$ cat config.mk
export PLATFORM = sky130hd
export DESIGN_NAME = seq_shifter
export DESIGN_NICKNAME = d
export VERILOG_FILES = /design/src/rtl/seq_shifter.sv
export SDC_FILE = /design/constraint.sdc
export NUM_CORES = 1
export LEC_CHECK = 0
export ABC_AREA = 1
export CORE_MARGIN = 2
export CORE_UTILIZATION = 47
export DETAILED_ROUTE_END_ITERATION = 6
export PLACE_DENSITY = 0.86
export SLEW_MARGIN = 0
export SYNTH_ARGS = -nofsm -noshare
export SYNTH_HDL_FRONTEND = slang
export SYNTH_SLANG_ARGS = --single-unit
export TNS_END_PERCENT = 50
$ cat constraint.sdc
create_clock -name clk -period 1.5 [get_ports clk]
set_input_delay 0.225 -clock clk [delete_from_list [all_inputs] [get_ports clk]]
set_output_delay 0.225 -clock clk [all_outputs]
set_load 0.01 [all_outputs]
$ cat src/rtl/seq_shifter.sv
// Multi-cycle shift/rotate unit: accepts an operand over valid/ready, shifts up to
// STEP bits per cycle, then holds result and carry/overflow/zero flags until taken.
module seq_shifter #(
  parameter int W    = 64,
  parameter int STEP = 1,
  localparam int AW  = $clog2(W)
) (
  input  logic          clk,
  input  logic          rst_b,
  input  logic          in_valid,
  output logic          in_ready,
  input  logic [2:0]    mode,
  input  logic [AW-1:0] amt,
  input  logic          fill,
  input  logic [W-1:0]  operand,
  output logic          out_valid,
  input  logic          out_ready,
  output logic [W-1:0]  result,
  output logic          carry,
  output logic          ovf,
  output logic          zero,
  output logic [1:0]    state_dbg
);

  // Handshake: a transfer happens on a rising edge where valid and ready are both
  // high; a producer holds valid and its payload steady until that edge.

  typedef enum logic [1:0] {
    IDLE  = 2'd0,
    SHIFT = 2'd1,
    DONE  = 2'd2
  } state_t;

  localparam logic [AW-1:0] STEP_V = AW'(STEP);

  state_t        state;
  logic [W-1:0]  sreg;
  logic [AW-1:0] rem;
  logic [2:0]    mode_q;
  logic          fill_q;
  logic          sign0;
  logic          carry_w;
  logic          ovf_w;

  logic [AW-1:0] k;
  logic [W-1:0]  nreg;
  logic          ncarry;
  logic          novf;

  assign in_ready  = (state == IDLE);
  assign state_dbg = state;

  // One multi-bit step is built from k single-bit steps so carry and overflow
  // fall out of the last/every bit that leaves the register.
  always_comb begin
    k      = (rem > STEP_V) ? STEP_V : rem;
    nreg   = sreg;
    ncarry = carry_w;
    novf   = ovf_w;
    for (int i = 0; i < STEP; i++) begin
      if (AW'(i) < k) begin
        case (mode_q)
          3'b000, 3'b010: begin ncarry = nreg[W-1]; nreg = {nreg[W-2:0], 1'b0};      end
          3'b001:         begin ncarry = nreg[0];   nreg = {1'b0, nreg[W-1:1]};      end
          3'b011:         begin ncarry = nreg[0];   nreg = {nreg[W-1], nreg[W-1:1]}; end
          3'b100:         begin ncarry = nreg[W-1]; nreg = {nreg[W-2:0], nreg[W-1]}; end
          3'b101:         begin ncarry = nreg[0];   nreg = {nreg[0], nreg[W-1:1]};   end
          3'b110:         begin ncarry = nreg[W-1]; nreg = {nreg[W-2:0], fill_q};    end
          default:        begin ncarry = nreg[0];   nreg = {fill_q, nreg[W-1:1]};    end
        endcase
        if (mode_q == 3'b010 && (ncarry != sign0 || nreg[W-1] != sign0)) novf = 1'b1;
      end
    end
  end

  always_ff @(posedge clk or negedge rst_b) begin
    if (!rst_b) begin
      state     <= IDLE;
      sreg      <= '0;
      rem       <= '0;
      mode_q    <= '0;
      fill_q    <= 1'b0;
      sign0     <= 1'b0;
      carry_w   <= 1'b0;
      ovf_w     <= 1'b0;
      out_valid <= 1'b0;
      result    <= '0;
      carry     <= 1'b0;
      ovf       <= 1'b0;
      zero      <= 1'b0;
    end else begin
      case (state)
        IDLE: begin
          if (in_valid) begin
            sreg    <= operand;
            mode_q  <= mode;
            rem     <= amt;
            fill_q  <= fill;
            sign0   <= operand[W-1];
            carry_w <= 1'b0;
            ovf_w   <= 1'b0;
            state   <= SHIFT;
          end
        end
        SHIFT: begin
          sreg    <= nreg;
          rem     <= rem - k;
          carry_w <= ncarry;
          ovf_w   <= novf;
          // rem==k covers both the final partial step and amt==0 (k==0, nreg==sreg).
          if (rem == k) begin
            state     <= DONE;
            out_valid <= 1'b1;
            result    <= nreg;
            carry     <= ncarry;
            ovf       <= novf;
            zero      <= (nreg == '0);
          end
        end
        DONE: begin
          if (out_ready) begin
            out_valid <= 1'b0;
            state     <= IDLE;
          end
        end
        default: state <= IDLE;
      endcase
    end
  end

endmodule

**After elaboration in Yosys (flattened, before gate mapping)**

Cells that the tools add are included.

- Flip-flop bits (word level): 147
- Logic and storage cells: 67

- Mux-type cells: 23
- Eq/ne operators: 14
- Order comparisons: 2
- $add $sub $neg: 1
- Reduce and logical (&&, ||, !) cells: 14

Operators with widths:

| operator | count |
|---|---|
| $pmux 64 s6 | 1 |
| $mux 64 | 3 |
| $pmux 64 s2 | 1 |
| $logic_not 64->1 | 1 |
| $mux 6 | 2 |
| $pmux 6 s2 | 1 |
| $eq 3x3->1 const B | 3 |
| $mux 1 | 8 |
| $eq 3x2->1 const B | 2 |
| $eq 6x6->1 | 1 |
| $gt 6x1->1 const B | 1 |
| $lt 1x6->1 const A | 1 |
| $mux 2 | 3 |
| $ne 2x2->1 const B | 3 |
| $pmux 1 s2 | 3 |
| $pmux 2 s3 | 1 |
| $reduce_and 2->1 | 3 |
| $reduce_and 3->1 | 2 |
| $sub 6x6->6 | 1 |
| $reduce_bool 2->1 | 2 |
| $reduce_or 4->1 | 1 |
| $eq 3x1->1 const B | 1 |
| $logic_not 3->1 | 1 |
| $eq 2x1->1 const B | 1 |
| 6 further kinds | 7 |

**Logic depth before layout (Yosys ltp)**

Gate-level depths: netlist of the first run.

- Depth in word-level cells: 10
- Depth in mapped cells: 14
- Mapped depth without buffers: 13

**Least setup slack after synthesis of the first run**

Ideal clock, no wire load.

- Path kind: register to register
- Start point: register state[1], in the netlist state_dbg[1]
- End point: register rem[0]
- Cell stages (with the launch flop): 8
- Setup slack: -0.243 ns
- Data arrival time: 1.597 ns
- Data required time: 1.354 ns
- Clock period less this slack: 1.743 ns
- Cells stage by stage: dfrtp_1 > nor2_1 > nand2_1 > inv_1 > nor2_1 > inv_2 > buf_1 > o221ai_1

- Cells in the longest elaborated chain, start to end: 3
- Elaborated cells on any way between the ends: 6
- Those cells by class: 2 x eq/ne; 1 x mux; 3 x reduce/logical

RTL lines:

| what | RTL line | text |
|---|---|---|
| from (decl) | 36 | `state_t state;` |
| from (signal assigned) | 78 | `state <= IDLE;` |
| from (signal assigned) | 102 | `state <= SHIFT;` |
| from (signal assigned) | 112 | `state <= DONE;` |
| $logic_not 2->1 (*) | - |  |
| via in_ready | 11 | `output logic in_ready,` |
| $ne 2x2->1 (no line) / $reduce_bool 2->1 (equally long branches) | - |  |
| $reduce_and 2->1 (no line) | - |  |
| to (signal assigned) | 97 | `rem <= amt;` |
| to (signal assigned) | 107 | `rem <= rem - k;` |
| to (decl) | 38 | `logic [AW-1:0] rem;` |

The timed path passes the listed nets; every way through them passes the cells marked *.
A chain may end at the register's enable or synchronous reset.

**Worst setup path after layout of the first run**

- Start point: register mode_q[0]
- End point: register zero

- Cells in the longest elaborated chain, start to end: 6
- Elaborated cells on any way between the ends: 12
- Those cells by class: 6 x eq/ne; 3 x mux; 3 x reduce/logical

RTL lines:

| what | RTL line | text |
|---|---|---|
| from (decl) | 39 | `logic [2:0] mode_q;` |
| from (signal assigned) | 96 | `mode_q <= mode;` |
| $eq 3x2->1 / $logic_not 3->1 (equally long branches) | 62 | `case (mode_q)` |
| $reduce_or 2->1 | - |  |
| $pmux 64 s6 (*) | 62 |  |
| $mux 64 (*) (2 in series) | 61 | `if (AW'(i) < k) begin` |
| $logic_not 64->1 (*) | 117 | `zero <= (nreg == '0);` |
| to (signal assigned) | 117 |  |
| to (decl) | 21 | `output logic zero,` |

Mark *: on every way between the ends. The rest lies on a longest branch, timed or not. The select of a mux whose other input is x is not followed.

==> impl_metrics.tcl, run 1 <==
set metrics [dict create \
    die_x_um 131 \
    path_clk_slew_ns 0.06 \
    rr_worst_depth 12 \
    drc 98 \
    crit_type "flip-flop to flip-flop" \
    cp.arrival_ns 2.79 \
    failed_checks "design-rule violations, negative setup slack" \
    fin_crit_ns 2.41 \
    grt_max_degree 54 \
    use_met1_pct 42.6 \
    track_usage_pct 34.6 \
    power.density_nw_per_um2 2600 \
    drt_iter0_drc 1794 \
    diodes 0 \
    area_delta_synth_final_pct 64.8 \
    setup_viol 162 \
    clk-insertion-delay-late_ns 0.45 \
    finalHoldViolCount 0 \
    dp_hpwl_um 16000 \
    synth_seq_cells 147 \
    avgSynthCellArea_sq_um 7.57 \
    cts_sinks 147 \
    rsz0062_at_grt "yes" \
    cts-buffers-inserted 17 \
    outcome "complete, but fails checks" \
    cts_tree "yes" \
    syn_area_sq_um 7630 \
    port_buffers 148 \
    use_met2_pct 55.1 \
    grt_first_pass_wirelength_um 47100 \
    finalMaxSlewViolations 0 \
    vias 9659 \
    grt-ovfl-total 0 \
    cp-endpoint "zero" \
    skew_ns 0.0144 \
    core_sq_um 15900 \
    layout_common_cells "nand2_1 (287), dfrtp_1 (146), inv_1 (99)" \
    fmax_mhz 414 \
    htreeDepth 4 \
    setup_tns_ns -36.90 \
    synthCells 1007 \
    whs_ns 0.168 \
    vdd_ir_drop_max_mv 1.40 \
    antenna_found_initial 0 \
    finalCritPeriodShare_pct 161 \
    worstMarginPinSlew_ns 0.696 \
    layout-drive-gt1-share_pct 30.5 \
    place_congestion 0.911 \
    cts-root-buf "clkbuf_16" \
    io_pins 149 \
    r2r-end "zero" \
    max-slew-margin-rel_pct 53.6 \
    hold_class "input port to asynchronous set/reset pin" \
    drt_first_pass_iters 7 \
    drtAntennaViolNets 0 \
    wirelength_um 37200 \
    mostFrequentLayoutCell "nand2_1" \
    final_nets 1338 \
    reg2reg_setup_slack_ns -0.91 \
    ys_seq_area_share_pct 48.2 \
    cap_violations 0 \
    vias_per_cell 6.49 \
    grt_pass1_vias 9108 \
    cp_max_fo 53 \
    row_count 46 \
    dieArea_sq_um 17300 \
    synth_warnings 0 \
    clockBufferDepth 2 \
    leakagePower_uw 0.00580 \
    r2r-start "mode_q[0]" \
    startpoint "mode_q[0]" \
    fill_cells 900 \
    synth_nets 1086 \
    worstPathRequired_ns 1.88 \
    synth_cell_type_count 25 \
    die_h_um 131 \
    start_util_pct 48.0 \
    dp_slack_ns -0.350 \
    wl_per_cell_um 25.0 \
    use_met3_pct 8.72 \
    setup_slack_ns -0.915 \
    busiest_layer "met2" \
    worst_setup_path_end_kind "flip-flop" \
    setup.worst_path.start_class "flip-flop" \
]
==> kinds of logic (layout without fill, tap and decap cells) <==
kind of cell             Yosys count  in the layout  synth area share (%)
AND/OR/NAND/NOR                  416            416                  21.9
buffers and inverters            184            449                  9.33
adder cells (fa/ha/maj)            1              1                 0.164
flip-flops                       147            147                  48.2
XOR/XNOR                           1              1                 0.115
AO/OA/AOI/OAI                    258            258                  20.2
==> timing repair <==
item | CTS | global route
hold endpoints to repair | 147 | 0
setup endpoints to repair | 204 | 161
hold buffers | 1 | 0
buffers inserted | 26 | 10
gates resized for setup | 247 | 198
pin swaps | 24 | 34
cloned | 15 | 8
==> metrics by stage <==
step	instance area (sq um)	utilization, %	total power (uW)	std cells
final	12600	79.1	32600	1488
after detailed placement	10100	63.5	20600	1403
after global routing	12600	79.1	33800	1488
after CTS	11700	73.8	27500	1475
after floorplan	7700	-	14300	1007
after global placement	10100	63.5	20100	1403
==> routing by layer <==
| layer | routed length, um | vias up |
|---|---|---|
| li1 | - | 3856 |
| met2 | 16500 | 981 |
| met3 | 5180 | 336 |
| met4 | 3190 | 0 |
| met1 | 12400 | 4486 |
| met5 | 0 | - |
==> critical path, stage by stage, from the launching register on <==
cell     delay [ns]
dfrtp_4        0.53
buf_12         0.20
o21ai_0        0.38
nand2_1        0.14
nand2_2        0.11
nand2_2        0.06
nor2_2         0.08
nand2_1        0.07
nor2_1         0.10
nand2_1        0.23
nor2_2         0.25
nand2_1        0.08
nand2_1        0.08
==> power by group <==
part	switching, uW	internal [uW]	total (uW)	leakage [uW]
registers	1470	5830	7290	0.00184
clock network	1780	2660	4450	0.000292
logic	12200	8660	20900	0.00367
total	15500	17100	32600	0.00580
==> cell type report <==
type | instances | area [sq um] | share of cell area, %
Tap cell | 216 | 270 | 2.15
Clock inverter | 8 | 98.8 | 0.787
Inverter | 119 | 467 | 3.71
Clock buffer | 24 | 502 | 3.99
Timing Repair Buffer | 298 | 3340 | 26.6
Sequential cell | 147 | 3680 | 29.3
Multi-Input combinational cell | 676 | 4200 | 33.4
==> flip-flops by register name, summed over array words and instances (netlist names), 2 cells and up <==
register / count
sreg: 64
result: 64
rem: 6
state_dbg: 2
mode_q: 3
==> worst min path at each step <==
stage                     end   from  cells past startpoint  slack [ns]
floorplan               carry  rst_b                      0       -0.07
finish              out_valid  rst_b                      2        0.17
detailed placement  out_valid  rst_b                      1        0.06
CTS                 out_valid  rst_b                      2        0.18
global route        out_valid  rst_b                      2        0.18
global placement    out_valid  rst_b                      1        0.06
==> Yosys cell counts, drive strengths merged <==
cell | count | area, sq um
o211ai | 8 | 60.1
o21ai | 181 | 906
inv | 119 | 447
dfrtp | 147 | 3680
nand2 | 332 | 1250
o311ai | 1 | 8.76
a32oi | 1 | 8.76
nand3 | 12 | 72.6
ha | 1 | 12.5
clkbuf | 51 | 191
a21oi | 4 | 20.0
nor3 | 1 | 5.00
o22ai | 4 | 25.0
xnor2 | 1 | 8.76
nor2 | 47 | 199
a31oi | 1 | 6.26
nand4 | 24 | 150
o221ai | 58 | 508
buf | 14 | 73.8
Note: power is estimated with default switching activity, not from simulation.
==> inputs of run 2 (changes only) <==
- CORE_ASPECT_RATIO: default -> 1.2
- CORE_MARGIN: 2 -> 3
==> impl_metrics.tcl, run 2 (synthesis gave the netlist of run 1 again) <==
set metrics [dict create \
    outcome "complete, but fails checks" \
    failed_checks "design-rule violations, negative setup slack" \
    sw_frac_of_total_pct 48.3 \
    max-slew-margin-rel_pct 52.1 \
    vias_per_cell 6.69 \
    power.density_nw_per_um2 2530 \
    reg_top3 "result: 64 flops, sreg: 64 flops, rem: 6 flops" \
    grt-ovfl-total 0 \
    dp_slack_ns -0.319 \
    dieArea_sq_um 17800 \
    routed-wl-met3_um 5000 \
    worstMarginPinSlew_ns 0.712 \
    layout_common_cells "nand2_1 (238), dfrtp_1 (146), inv_1 (93), o21ai_2 (93), clkdlybuf4s50_1 (76)" \
    cts_tree "yes" \
    row_count 50 \
    grt_pass1_vias 8900 \
    setup_viol 142 \
    dr_wl_met2_um 17500 \
    skew_ns 0.0184 \
    met1Wirelength_um 12000 \
    dp.cells 1392 \
    clkPwrFrac_pct 13.2 \
    leakagePower_uw 0.00594 \
    start_util_pct 48.4 \
    p_switching_uw 15700 \
    hold_class "input port to asynchronous set/reset pin" \
    rsz0062_at_grt "yes" \
    die_x_um 122 \
    layout-drive-gt1-share_pct 35.7 \
    clk-insertion-delay-late_ns 0.45 \
    dp_hpwl_um 15700 \
    mostFrequentLayoutCell "nand2_1" \
    path_clk_slew_ns 0.07 \
    internal_power_uw 16800 \
    finalCoreUtilization_pct 81.4 \
    grt_first_pass_wirelength_um 46100 \
    htreeDepth 4 \
    cap_violations 0 \
    r2r-start "mode_q[0]" \
    area_delta_synth_final_pct 68.2 \
    drt_first_pass_iters 7 \
    finalMaxSlewViolations 0 \
    cp.arrival_ns 2.82 \
    cts_sinks 147 \
    highest_layer "met4" \
    drc 18 \
    worstPathRequired_ns 1.85 \
    cts-root-buf "clkbuf_16" \
    cp_max_fo 48 \
    drtAntennaViolNets 0 \
    crit_type "flip-flop to flip-flop" \
    final_nets 1335 \
    p_seq_share_pct 23.4 \
    die_h_um 146 \
    antenna_found_initial 2 \
    port_buffers 148 \
    finalHoldViolCount 0 \
    grt_max_degree 57 \
    setup_slack_ns -0.977 \
    startpoint "mode_q[0]" \
    fmax_mhz 404 \
    drt_iter0_drc 1804 \
    finalCritPeriodShare_pct 165 \
    fin_crit_ns 2.48 \
    clockBufferDepth 2 \
    worst_setup_path_end_kind "flip-flop" \
    track_usage_pct 33.0 \
    vias 9890 \
    final_cells 1479 \
    pwr-share-comb_pct 63.4 \
    wirelength_um 38500 \
    core_sq_um 15800 \
    rr_worst_depth 11 \
    place_congestion 0.922 \
    io_pins 149 \
    setup.worst_path.start_class "flip-flop" \
    vdd_ir_drop_max_mv 1.31 \
    cts-buffers-inserted 17 \
    wl_per_cell_um 26.0 \
]
## run 2: path summary, 6_finish.rpt
check	to	slack (ns)
worst max-delay path	zero	-0.98
worst min register to register	result[9]	0.49
min in group clk	sreg[17]	0.37
worst max register to register	zero	-0.98
worst min-delay path	result[13]	0.29
max in group asynchronous	state_dbg[0]	0.55
## run 2: metal layers
metal  GRT usage [%]  up-vias
li1                -     3872
met5               0        -
met3            9.56      377
met1            38.6     4620
met4            19.1        0
met2            53.6     1021
## run 2: final cells by class
cell class | instances | area (sq um)
antenna | 2 | 5.00
clock buffer | 21 | 470
clock inverter | 11 | 104
fill | 777 | 2940
inverter | 119 | 482
multi-input combinational | 676 | 4440
sequential | 147 | 3680
tap | 208 | 260
timing repair buffer | 295 | 3390
## run 2: repair_timing
item | in CTS | in global routing
hold endpoints to repair | 38 | 0
endpoints found under the setup margin | 200 | 144
setup buffers | 22 | 13
gates cloned | 19 | 11
hold buffers | 1 | 0
pin swaps | 25 | 44
resized for setup | 346 | 246
## run 2: stage by stage
step,total power [uW],setup TNS [ns],hold WS [ns],instance area [sq um]
after detailed placement,20500,-11.91,0.190,10000
after floorplan,14300,-5.66,-0.0706,7700
after CTS,27500,-14.11,0.308,11900
final,32500,-41.10,0.292,12800
after global placement,20100,-6.33,0.187,10000
after global routing,33700,-60.54,0.324,12800
## run 2: power groups by stage
stage | sequential, uW | combinational (uW) | clock [uW]
after floorplan | 7140 | 7120 | 0
after global placement | 6940 | 13100 | 0
after detailed placement | 6990 | 13500 | 0
after CTS | 7020 | 16300 | 4140
after global routing | 7690 | 21600 | 4420
final | 7590 | 20600 | 4290
## run 2: worst max-delay path, stage by stage, from the launching register on
cell and delay [ns]:
dfrtp_4 0.53, buf_12 0.19, o21ai_0 0.61, nand2_1 0.25, o21ai_4 0.13, nor2_1 0.09, nand2_1 0.12, nor2_1 0.07
nand2_1 0.15, nor2_1 0.08, nand2_1 0.06, nand2_1 0.04
==> inputs of run 3 (changes only) <==
==> constraint.sdc (replaced) <==
create_clock -name clk -period 1.5 [get_ports clk]
set_input_delay 0.225 -clock clk [delete_from_list [all_inputs] [get_ports clk]]
set_output_delay 0.225 -clock clk [all_outputs]
set_load 0.1 [all_outputs]
==> impl_metrics.tcl, run 3 (synthesis gave the netlist of run 1 again) <==
set metrics [dict create \
    outcome "complete, but fails checks" \
    failed_checks "design-rule violations, negative setup slack" \
    start_util_pct 48.4 \
    drtAntennaViolNets 0 \
    hold_class "input port to asynchronous set/reset pin" \
    finalCritPeriodShare_pct 161 \
    reg_top3 "result: 64 flops, sreg: 64 flops, rem: 6 flops" \
    setup_slack_ns -0.915 \
    crit_type "flip-flop to flip-flop" \
    area_delta_synth_final_pct 82.8 \
    final_nets 1358 \
    cap_violations 0 \
    max_stage_delay_ns 0.56 \
    clockBufferDepth 2 \
    crit_buf_inv 2 \
    dp_hpwl_um 16400 \
    drt_first_pass_iters 7 \
    setup_viol 148 \
    grt_pass1_vias 9341 \
    fill_cells 551 \
    die_h_um 146 \
    core_sq_um 15800 \
    cp.arrival_ns 2.80 \
    finalMaxSlewViolations 0 \
    setup.worst_path.start_class "flip-flop" \
    setup_tns_ns -45.75 \
    path_cells "buf_4 -> nand2_1 -> inv_1 -> o21ai_0 -> nand3_1 -> nand2_2 -> nand2_2 -> nand2_2 -> nand4_1 -> nor2_2 -> nand2_1 -> nand2_1" \
    io_pins 149 \
    place_congestion 0.943 \
    skew_ns 0.0136 \
    htreeDepth 4 \
    row_count 50 \
    path_delay_family "simple AND/OR/NAND/NOR gates" \
    grt_max_degree 61 \
    cp_max_fo 6 \
    finalHoldViolCount 0 \
    worstMarginPinSlew_ns 0.839 \
    cts-root-buf "clkbuf_16" \
    fmax_mhz 414 \
    cpMaxStageDelayCell "dfrtp_4" \
    layout_common_cells "nand2_1 (250), dfrtp_1 (144), buf_12 (92)" \
    vias_per_cell 7.22 \
    wl_per_cell_um 30.9 \
    vias 10835 \
    wirelength_um 46300 \
    fin_crit_ns 2.42 \
    layout-drive-gt1-share_pct 40.5 \
    clk-insertion-delay-late_ns 0.45 \
    cts-buffers-inserted 17 \
    cts_sinks 147 \
    worst_setup_path_end_kind "flip-flop" \
    path_clk_slew_ns 0.07 \
    die_x_um 122 \
    rsz0062_at_grt "yes" \
    antenna_found_initial 6 \
    drc 86 \
    grt_first_pass_wirelength_um 48800 \
    max-slew-margin-rel_pct 43.8 \
    cts_tree "yes" \
    dieArea_sq_um 17800 \
    worstPathRequired_ns 1.88 \
    port_buffers 148 \
    track_usage_pct 34.7 \
    mostFrequentLayoutCell "nand2_1" \
    grt-ovfl-total 0 \
    drt_iter0_drc 2414 \
]
-- run 3: repair_timing --
item | CTS | global route
gates resized for setup | 143 | 356
hold endpoints to repair | 34 | 0
gates cloned | 10 | 23
pin swaps | 27 | 40
setup endpoints to repair | 142 | 148
hold buffers | 1 | 0
buffers inserted | 12 | 20
-- run 3: worst reg2reg max path, delay by kind of cell, from the launching register on --
kind | cells | cell delay [ns]
compound gates | 1 | 0.14
buf+inv | 2 | 0.27
flops | 1 | 0.56
simple gates | 9 | 1.39
-- run 3: final cells by class --
| cell class | instances | area, sq um | share of cell area, % |
|---|---|---|---|
| multi-input cells | 676 | 4430 | 31.7 |
| repair inverters | 1 | 6.26 | 0.0449 |
| clock buffers | 22 | 464 | 3.33 |
| diodes | 2 | 5.00 | 0.0359 |
| repair buffers | 317 | 4400 | 31.6 |
| inverters | 119 | 512 | 3.67 |
| clock inverters | 9 | 179 | 1.28 |
| well taps | 208 | 260 | 1.87 |
| flip-flops and latches | 147 | 3690 | 26.5 |
-- run 3: path summary, 6_finish.rpt --
check,start,end,slack (ns),cells past startpoint
hold reg to reg,result[54],result[54],0.56,2
max in group asynchronous,rst_b,result[31],0.58,3
hold / removal,rst_b,sreg[10],0.28,2
setup / recovery,mode_q[0],zero,-0.92,12
setup reg to reg,mode_q[0],zero,-0.92,12
min in group clk,operand[23],sreg[23],0.38,3
-- run 3: metrics by stage --
step	worst slack, ns	instance area, sq um	hold slack [ns]	util [%]	std cells
floorplan	-0.541	7810	-0.0706	-	1007
global placement	-0.295	10900	0.156	69.4	1406
detailed placement	-0.352	10900	0.159	69.4	1406
CTS	-0.394	12300	0.291	77.8	1460
global route	-0.889	13900	0.310	88.4	1500
finish	-0.915	13900	0.276	88.4	1501
-- run 3: layer usage --
metal,up-vias,global-route usage [%],part of all wire (%)
li1,3896,-,-
met1,4915,41.6,30
met2,1352,54.8,41
met3,662,9.49,16
met4,10,22.0,12
met5,-,0,0.40
Power of run 3 is not shown: default switching activity piles up to over one toggle a cycle in this logic, so the estimate is an artifact.
